<file path="src/rtl/coffee_brew_scheduler.sv">
// Shared brew-unit scheduler for a two-station coffee machine:
// per-station drink queues, round-robin grant, grind/brew/clean sequencing.
module coffee_brew_scheduler #(
  parameter int GRIND_CYC = 4,
  parameter int BREW_CYC  = 8,
  parameter int CLEAN_CYC = 2,
  parameter int MAX_PEND  = 3,
  parameter int PW        = $clog2(MAX_PEND + 1)
) (
  input  logic          clock,
  input  logic          reset,
  input  logic          cafea_a,
  input  logic          cafea_b,
  output logic          grinder,
  output logic          pump,
  output logic          valve_a,
  output logic          valve_b,
  output logic          flush,
  output logic          served_a,
  output logic          served_b,
  output logic          busy,
  output logic [PW-1:0] pend_a,
  output logic [PW-1:0] pend_b,
  output logic          overflow_a,
  output logic          overflow_b
);

  localparam int MAXC0 = (GRIND_CYC > BREW_CYC) ? GRIND_CYC : BREW_CYC;
  localparam int MAXC  = (MAXC0 > CLEAN_CYC) ? MAXC0 : CLEAN_CYC;
  localparam int TW    = $clog2(MAXC + 1);

  localparam logic [TW-1:0] G_LD = TW'(GRIND_CYC - 1);
  localparam logic [TW-1:0] B_LD = TW'(BREW_CYC - 1);
  localparam logic [TW-1:0] C_LD = TW'(CLEAN_CYC - 1);
  localparam logic [PW-1:0] PMAX = PW'(MAX_PEND);

  typedef enum logic [1:0] {IDLE, GRIND, BREW, CLEAN} state_t;

  state_t          state_q, state_d;
  logic [TW-1:0]   timer_q, timer_d;
  logic            owner_q, owner_d;
  logic            last_q, last_d;
  logic [PW-1:0]   pa_q, pa_d;
  logic [PW-1:0]   pb_q, pb_d;
  logic            ova_q, ova_d;
  logic            ovb_q, ovb_d;
  logic            grant_a, grant_b;

  // On a tie the station that was not served last wins (last: 0=A, 1=B).
  always_comb begin
    grant_a = (state_q == IDLE) && (pa_q != '0) &&
              ((pb_q == '0) || last_q);
    grant_b = (state_q == IDLE) && (pb_q != '0) &&
              ((pa_q == '0) || !last_q);
  end

  always_comb begin
    state_d = state_q;
    timer_d = timer_q;
    owner_d = owner_q;
    last_d  = last_q;
    unique case (state_q)
      IDLE: begin
        if (grant_a || grant_b) begin
          state_d = GRIND;
          timer_d = G_LD;
          owner_d = grant_b;
          last_d  = grant_b;
        end
      end
      GRIND: begin
        if (timer_q == '0) begin
          state_d = BREW;
          timer_d = B_LD;
        end else begin
          timer_d = timer_q - TW'(1);
        end
      end
      BREW: begin
        if (timer_q == '0) begin
          state_d = CLEAN;
          timer_d = C_LD;
        end else begin
          timer_d = timer_q - TW'(1);
        end
      end
      CLEAN: begin
        if (timer_q == '0) begin
          state_d = IDLE;
          timer_d = '0;
        end else begin
          timer_d = timer_q - TW'(1);
        end
      end
      default: begin
        state_d = IDLE;
        timer_d = '0;
      end
    endcase
  end

  // Request and grant on the same edge cancel; a full queue drops the request.
  always_comb begin
    pa_d  = pa_q;
    pb_d  = pb_q;
    ova_d = ova_q;
    ovb_d = ovb_q;
    if (cafea_a && !grant_a) begin
      if (pa_q == PMAX) ova_d = 1'b1;
      else              pa_d  = pa_q + PW'(1);
    end else if (!cafea_a && grant_a) begin
      pa_d = pa_q - PW'(1);
    end
    if (cafea_b && !grant_b) begin
      if (pb_q == PMAX) ovb_d = 1'b1;
      else              pb_d  = pb_q + PW'(1);
    end else if (!cafea_b && grant_b) begin
      pb_d = pb_q - PW'(1);
    end
  end

  always_ff @(posedge clock or posedge reset) begin
    if (reset) begin
      state_q <= IDLE;
      timer_q <= '0;
      owner_q <= 1'b0;
      last_q  <= 1'b1;
      pa_q    <= '0;
      pb_q    <= '0;
      ova_q   <= 1'b0;
      ovb_q   <= 1'b0;
    end else begin
      state_q <= state_d;
      timer_q <= timer_d;
      owner_q <= owner_d;
      last_q  <= last_d;
      pa_q    <= pa_d;
      pb_q    <= pb_d;
      ova_q   <= ova_d;
      ovb_q   <= ovb_d;
    end
  end

  assign grinder    = (state_q == GRIND);
  assign pump       = (state_q == BREW);
  assign valve_a    = (state_q == BREW) && !owner_q;
  assign valve_b    = (state_q == BREW) && owner_q;
  assign flush      = (state_q == CLEAN);
  assign served_a   = (state_q == CLEAN) && (timer_q == C_LD) && !owner_q;
  assign served_b   = (state_q == CLEAN) && (timer_q == C_LD) && owner_q;
  assign busy       = (state_q != IDLE);
  assign pend_a     = pa_q;
  assign pend_b     = pb_q;
  assign overflow_a = ova_q;
  assign overflow_b = ovb_q;

endmodule

</file>
<file path="config.mk">
export PLATFORM = sky130hd
export DESIGN_NAME = coffee_brew_scheduler
export DESIGN_NICKNAME = d
export VERILOG_FILES = /design/src/rtl/coffee_brew_scheduler.sv
export SDC_FILE = /design/constraint.sdc
export NUM_CORES = 1
export LEC_CHECK = 0
export CORE_UTILIZATION = 46
export DETAILED_ROUTE_END_ITERATION = 12
export GPL_TIMING_DRIVEN = 0
export PLACE_DENSITY = 0.72
export SLEW_MARGIN = 15
export SYNTH_ARGS = -nofsm -noshare
export SYNTH_HDL_FRONTEND = slang
export SYNTH_SLANG_ARGS = --single-unit
</file>
<file path="constraint.sdc">
create_clock -name clock -period 1.9 [get_ports clock]
set_clock_uncertainty 0.05 [all_clocks]
set_input_delay 0.19 -clock clock [delete_from_list [all_inputs] [get_ports clock]]
set_output_delay 0.19 -clock clock [all_outputs]
set_load 0.005 [all_outputs]
</file>
==> metrics.cfg <==
[sta]
hold_ws_ns=0.183
fmax_ghz=0.545
hold_violations=0
finalSetupTns_ns=0
relSlewSlack_pct=65.3
finalCritPeriodShare_pct=96.7
fin_crit_ns=1.84
setup_violations=0
slew_viol_final=0
tightest_slew_ns=0.520

[cts]
ctsRootBufferMaster=clkbuf_4
cts_sinks=14
clk_pin_slew_ns=0.08
cts_tree=yes
hold_buffers=0
cts.path.max_buffers=2
cts_buffers=3
clk_latency_ns=0.28
cts_max_level=1

[layout]
postLayoutCellArea_um2=1220
antenna_cells=0
drive_above_1_share_pct=20.6
fin_util_pct=68.4
final_nets=139
area_delta_synth_final_pct=33.8

[pwr]
power.density_nw_per_um2=409
ir_drop_mv=0.371
total_power_mw=0.498
p_leak_nw=0.553

[place]
placed_cell_area_um2=1110
hpwlAfterDp_um=1340
gp_congestion=0.830
port_buffers=17

[logic_synthesis]
synth-seq-cells=14
netlist_instances=100
seq_area_frac_synth_pct=38.6
synth_area_per_cell_um2=9.11
syn-num-nets=112
synth_common_cells=dfrtp_1 (13), nand2_1 (11), nor2_1 (10)
synth-main-ff-cell=dfrtp_1
synthTopCellsByArea=dfrtp_1 (36%), ha_1 (11%), nand2_1 (4.5%)
synth.distinct_cells=31
synth_top_area_share_pct=35.7
synthesis.area_um2=911
yosys_warnings=0
synth_most_common_cell=dfrtp_1
synthArstFlopShare_pct=100
synth_top_area_cell=dfrtp_1
synth-edff-count=0

[setup_path]
cp-end-kind=output port
path_max_fanout=8
arrival_ns=1.60
r2r.worst_path.cells=6
critPathLaunchType=flip-flop
critPathRequiredTime_ns=1.66
crit_type=flip-flop to output port

[grt]
grt_max_degree=15
grt_pass1_wl_um=3120
grt_overflow=0
grt_pass1_vias=694
antenna_found_initial=0
grt.total_usage_pct=20.7

[job]
maxCapViolations=0

[route]
drc_errors=0
post_drt_wl_per_cell_um=12.3
vias_per_cell=5.22
wirelength_um=1850
ant_nets=0
firstDrtPassIters=4
vias=788
first_iter_violations=8

[worst_hold_path]
hold_class=input port to async pin

[floorplanning]
die_h_um=46.5
fp.dieW_um=46.5
core_um2=1780
io_pins=18
die_area_um2=2160
start_util_pct=51.1
rows=15

[outcome]
outcome=finished clean

-- registers in the layout, summed over array words and instances, names as in the netlist --
signal and flops:
owner_q 1, timer_q 4, last_q 1, overflow_b 1, state_q 2, pend_b 2
pend_a 2, overflow_a 1
-- final cells by class --
cell class	count	area [um2]
clock buffers	4	26.3
plain buffers	1	11.3
well taps	25	31.3
multi-input cells	77	559
flip-flops and latches	14	353
repair buffers	22	208
fillers	150	564
inverters	8	30.0
-- report_power, final --
part           leakage, nW  switching, mW  internal (mW)  total, mW
Combinational        0.381         0.0118         0.0104     0.0222
Sequential           0.157        0.00115          0.298      0.299
Clock               0.0150         0.0949         0.0815      0.176
Total                0.553          0.108          0.390      0.498
-- layout by cell type, fill, tap and decap left out, drive strengths merged, types with 2 or more instances in the layout --
master / count
buf: 6
ha: 8
inv: 8
a211oi: 3
nand3b: 2
clkdlybuf4s50: 14
nand2: 11
mux2i: 3
o21ai: 9
and3: 3
mux2: 3
a21o: 2
clkbuf: 4
nor3: 5
nand3: 3
dlygate4sd2: 2
nor2: 10
dfrtp: 13
a21oi: 3
nor4: 2
-- repair_timing --
| action | 4_1_cts | 5_1_grt |
|---|---|---|
| resized for setup | 8 | 6 |
| endpoints found under the setup margin | 7 | 5 |
| pin swaps | 0 | 1 |
| setup buffers | 1 | 4 |
-- cell families (layout without fill, tap and decap cells) --
kind of cell | Yosys count | count (layout) | synth area share, %
fa+ha+maj | 8 | 8 | 11.0
flops | 14 | 14 | 38.6
simple gates | 42 | 42 | 23.5
mux | 6 | 6 | 7.01
compound gates | 21 | 21 | 15.4
buf+inv | 9 | 35 | 4.53
-- layer usage --
metal | up-vias | GRT usage [%] | routed length, um
met5 | - | 0 | 0
met4 | 0 | 3.53 | 19
met3 | 2 | 7.06 | 104
met2 | 22 | 32.2 | 902
met1 | 353 | 28.0 | 825
li1 | 411 | - | -
-- metrics by stage --
stage                     instances  setup WS (ns)
after global routing            151       -0.00683
after floorplan                 100          0.214
final                           151         0.0636
after CTS                       147        0.00150
after global placement          142         0.0307
after detailed placement        142       -0.00302
-- worst max-delay path, stage by stage, from the launching register on --
cell             delay (ns)
dfrtp_1                0.41
buf_4                  0.15
ha_4                   0.17
and2_1                 0.15
clkdlybuf4s50_1        0.43
-- final timing paths --
check / slack, ns / end / startpoint
setup / recovery: 0.06 / valve_b / state_q[1]
hold / removal: 0.18 / overflow_a / reset
setup reg to reg: 0.13 / timer_q[0] / timer_q[1]
hold reg to reg: 0.42 / overflow_b / overflow_b
max in group asynchronous: 1.24 / timer_q[0] / reset
min in group clock: 0.42 / overflow_b / overflow_b
No activity file was read; power rests on OpenSTA's default activity.
==> edit (config.mk and constraints unchanged) <==
`CLEAN_CYC`: 2 -> 4.
--- a/src/rtl/coffee_brew_scheduler.sv
+++ b/src/rtl/coffee_brew_scheduler.sv
@@ -3,7 +3,7 @@
 module coffee_brew_scheduler #(
   parameter int GRIND_CYC = 4,
   parameter int BREW_CYC  = 8,
-  parameter int CLEAN_CYC = 2,
+  parameter int CLEAN_CYC = 4,
   parameter int MAX_PEND  = 3,
   parameter int PW        = $clog2(MAX_PEND + 1)
 ) (
Behaviour: same outputs for any inputs over 10 cycles, from zero or initial values and one cycle with reset high; that may be too few to reach the edited logic, so the function may still have changed.
==> edit against the unedited design <==
  * Final area decreased by 2.9%
  * Critical path depth unchanged
  * Worst hold slack better by 0.0059 ns
  * Sequential cell count is the same
  * Synthesized area shrank 4.8%
  * Critical path type unchanged
  * Worst setup slack got worse by 0.057 ns
  * Wire length fell by 2.9%
  * Highest routed layer unchanged
  * First-iteration DRC count increased by 50%
Power is left out: it rests on default switching activity, and per cell area and clock period it moved more than threefold.
==> edit: results (changes against the unedited design) <==
[clock_network]
root_buffer = clkbuf_4
cts.path.max_buffers = 2  ; unchanged
cts_made_buffers = 3  ; unchanged
clock_latency_ns = 0.28  ; about the same
path_clk_slew_ns = 0.08  ; about the same
htreeDepth = 1  ; unchanged

[synthesis]
syn_area_per_cell_um2 = 9.22  ; +1.3%
synthesis.nets = 103  ; -8.0%
synth_seq_area_share_pct = 40.5  ; +1.9 points
netlist.area_leader.share_pct = 37.5  ; +1.8 points
yosys_most_used_dff = dfrtp_1
ys_async_sr_fraction_pct = 100  ; unchanged
yosys_warnings = 0  ; unchanged
synth_area_leaders = dfrtp_1, ha_1, mux2i_1
synth_commonest_cells = dfrtp_1, nand2_1, nor2_1
synthDistinctLibCells = 35  ; +13%

[critical_path]
cpPeakStageDelay_ns = 0.46  ; +0.03 ns
crit_type = flip-flop to primary output
r2r-start = state_q[1]
cp_data_arrival_time_ns = 1.65  ; +0.05 ns
cpMaxStageDelayCell = dfrtp_2
worstPathMaxFanout = 7  ; -1

[sta]
worst_slew_pin_slew_ns = 0.519  ; -0.00106 ns
final_hold_viol_count = 0  ; unchanged

[layout]
fin_nets = 130  ; -6.5%
largest-register = timer_q
drive_gt1_share_pct = 20.8  ; +0.20 points
largest_reg_flops = 4  ; unchanged
antenna_cells = 0  ; unchanged
fill_cells = 137  ; -8.7%

[route]
drt-total-wl_um = 1800  ; -2.9%
firstDrtPassIters = 4  ; unchanged
wl_per_cell_um = 12.4  ; +1.1%
vias = 735  ; -6.7%
drtIter0Drc = 12  ; +4

[grt]
antenna_found_initial = 0  ; unchanged
grtUsageTotal_pct = 19.7  ; -0.98 points
grt_pass1_wl_um = 2880  ; -7.7%
grt_max_degree = 15  ; unchanged
grt_pass1_vias = 674  ; -2.9%

[placement]
place_inst = 136  ; -4.2%
portBuffers = 17  ; unchanged
dp_worst_setup_slack_ns = 0.0695  ; +0.0725 ns
postPlaceCellArea_um2 = 1070  ; -3.9%
hpwl_um = 1280  ; -4.7%
gp_congestion = 0.865  ; +4.2%

[min_path]
min_path_type = input pin to asynchronous set/reset pin

[outcome]
status = completed

## edit: worst paths after layout
check | cells after the start | slack, ns | endpoint
worst max-delay path | 4 | 0.007 | busy
worst min-delay path | 2 | 0.19 | overflow_a
worst max register to register | 5 | 0.03 | state_q[1]
worst min register to register | 1 | 0.42 | overflow_a
max in group asynchronous | 2 | 1.24 | state_q[1]
min in group clock | 1 | 0.42 | overflow_a
## edit: layout make-up
cell class	instances	area [um^2]	share of cell area [%]
multi-input combinational	70	498	42.1
clock buffer	4	36.3	3.07
sequential	14	353	29.8
timing repair buffer	22	218	18.4
tap	25	31.3	2.64
buffer	3	21.3	1.80
inverter	7	26.3	2.22
## edit: critical path: cells and delay by family, from the launching register on
| kind | cells | cell delay [ns] |
|---|---|---|
| adders and majority gates | 1 | 0.26 |
| buffers and inverters | 3 | 0.64 |
| DFF | 1 | 0.46 |
## edit: logic make-up (layout without fill, tap and decap cells)
logic type	count (synthesis)	in the layout	synth area share, %
buf+inv	10	36	5.48
flops	14	14	40.5
mux	7	7	8.80
fa+ha+maj	5	5	7.22
simple gates	34	34	18.8
compound gates	24	24	19.2
## edit: metal layers
layer / global-route usage (%) / share of wire (%) / vias to the layer above
met2: 32.0 / 47 / 9
met5: 0 / 0 / -
li1: - / - / 384
met3: 8.33 / 3.9 / 5
met1: 24.6 / 47 / 337
met4: 3.64 / 1.7 / 0
## edit: through the flow
stage	TNS, ns	hold slack (ns)
after floorplan	0	0.0285
after global placement	0	0.393
after detailed placement	0	0.404
after CTS	-0.000922	0.210
after global routing	-0.116	0.238
final	0	0.189
## edit: what timing repair did
action	CTS	global route
buffers inserted	4	1
setup endpoints to repair	5	7
pin swaps	2	3
resized for setup	8	4
hold buffers	0	0
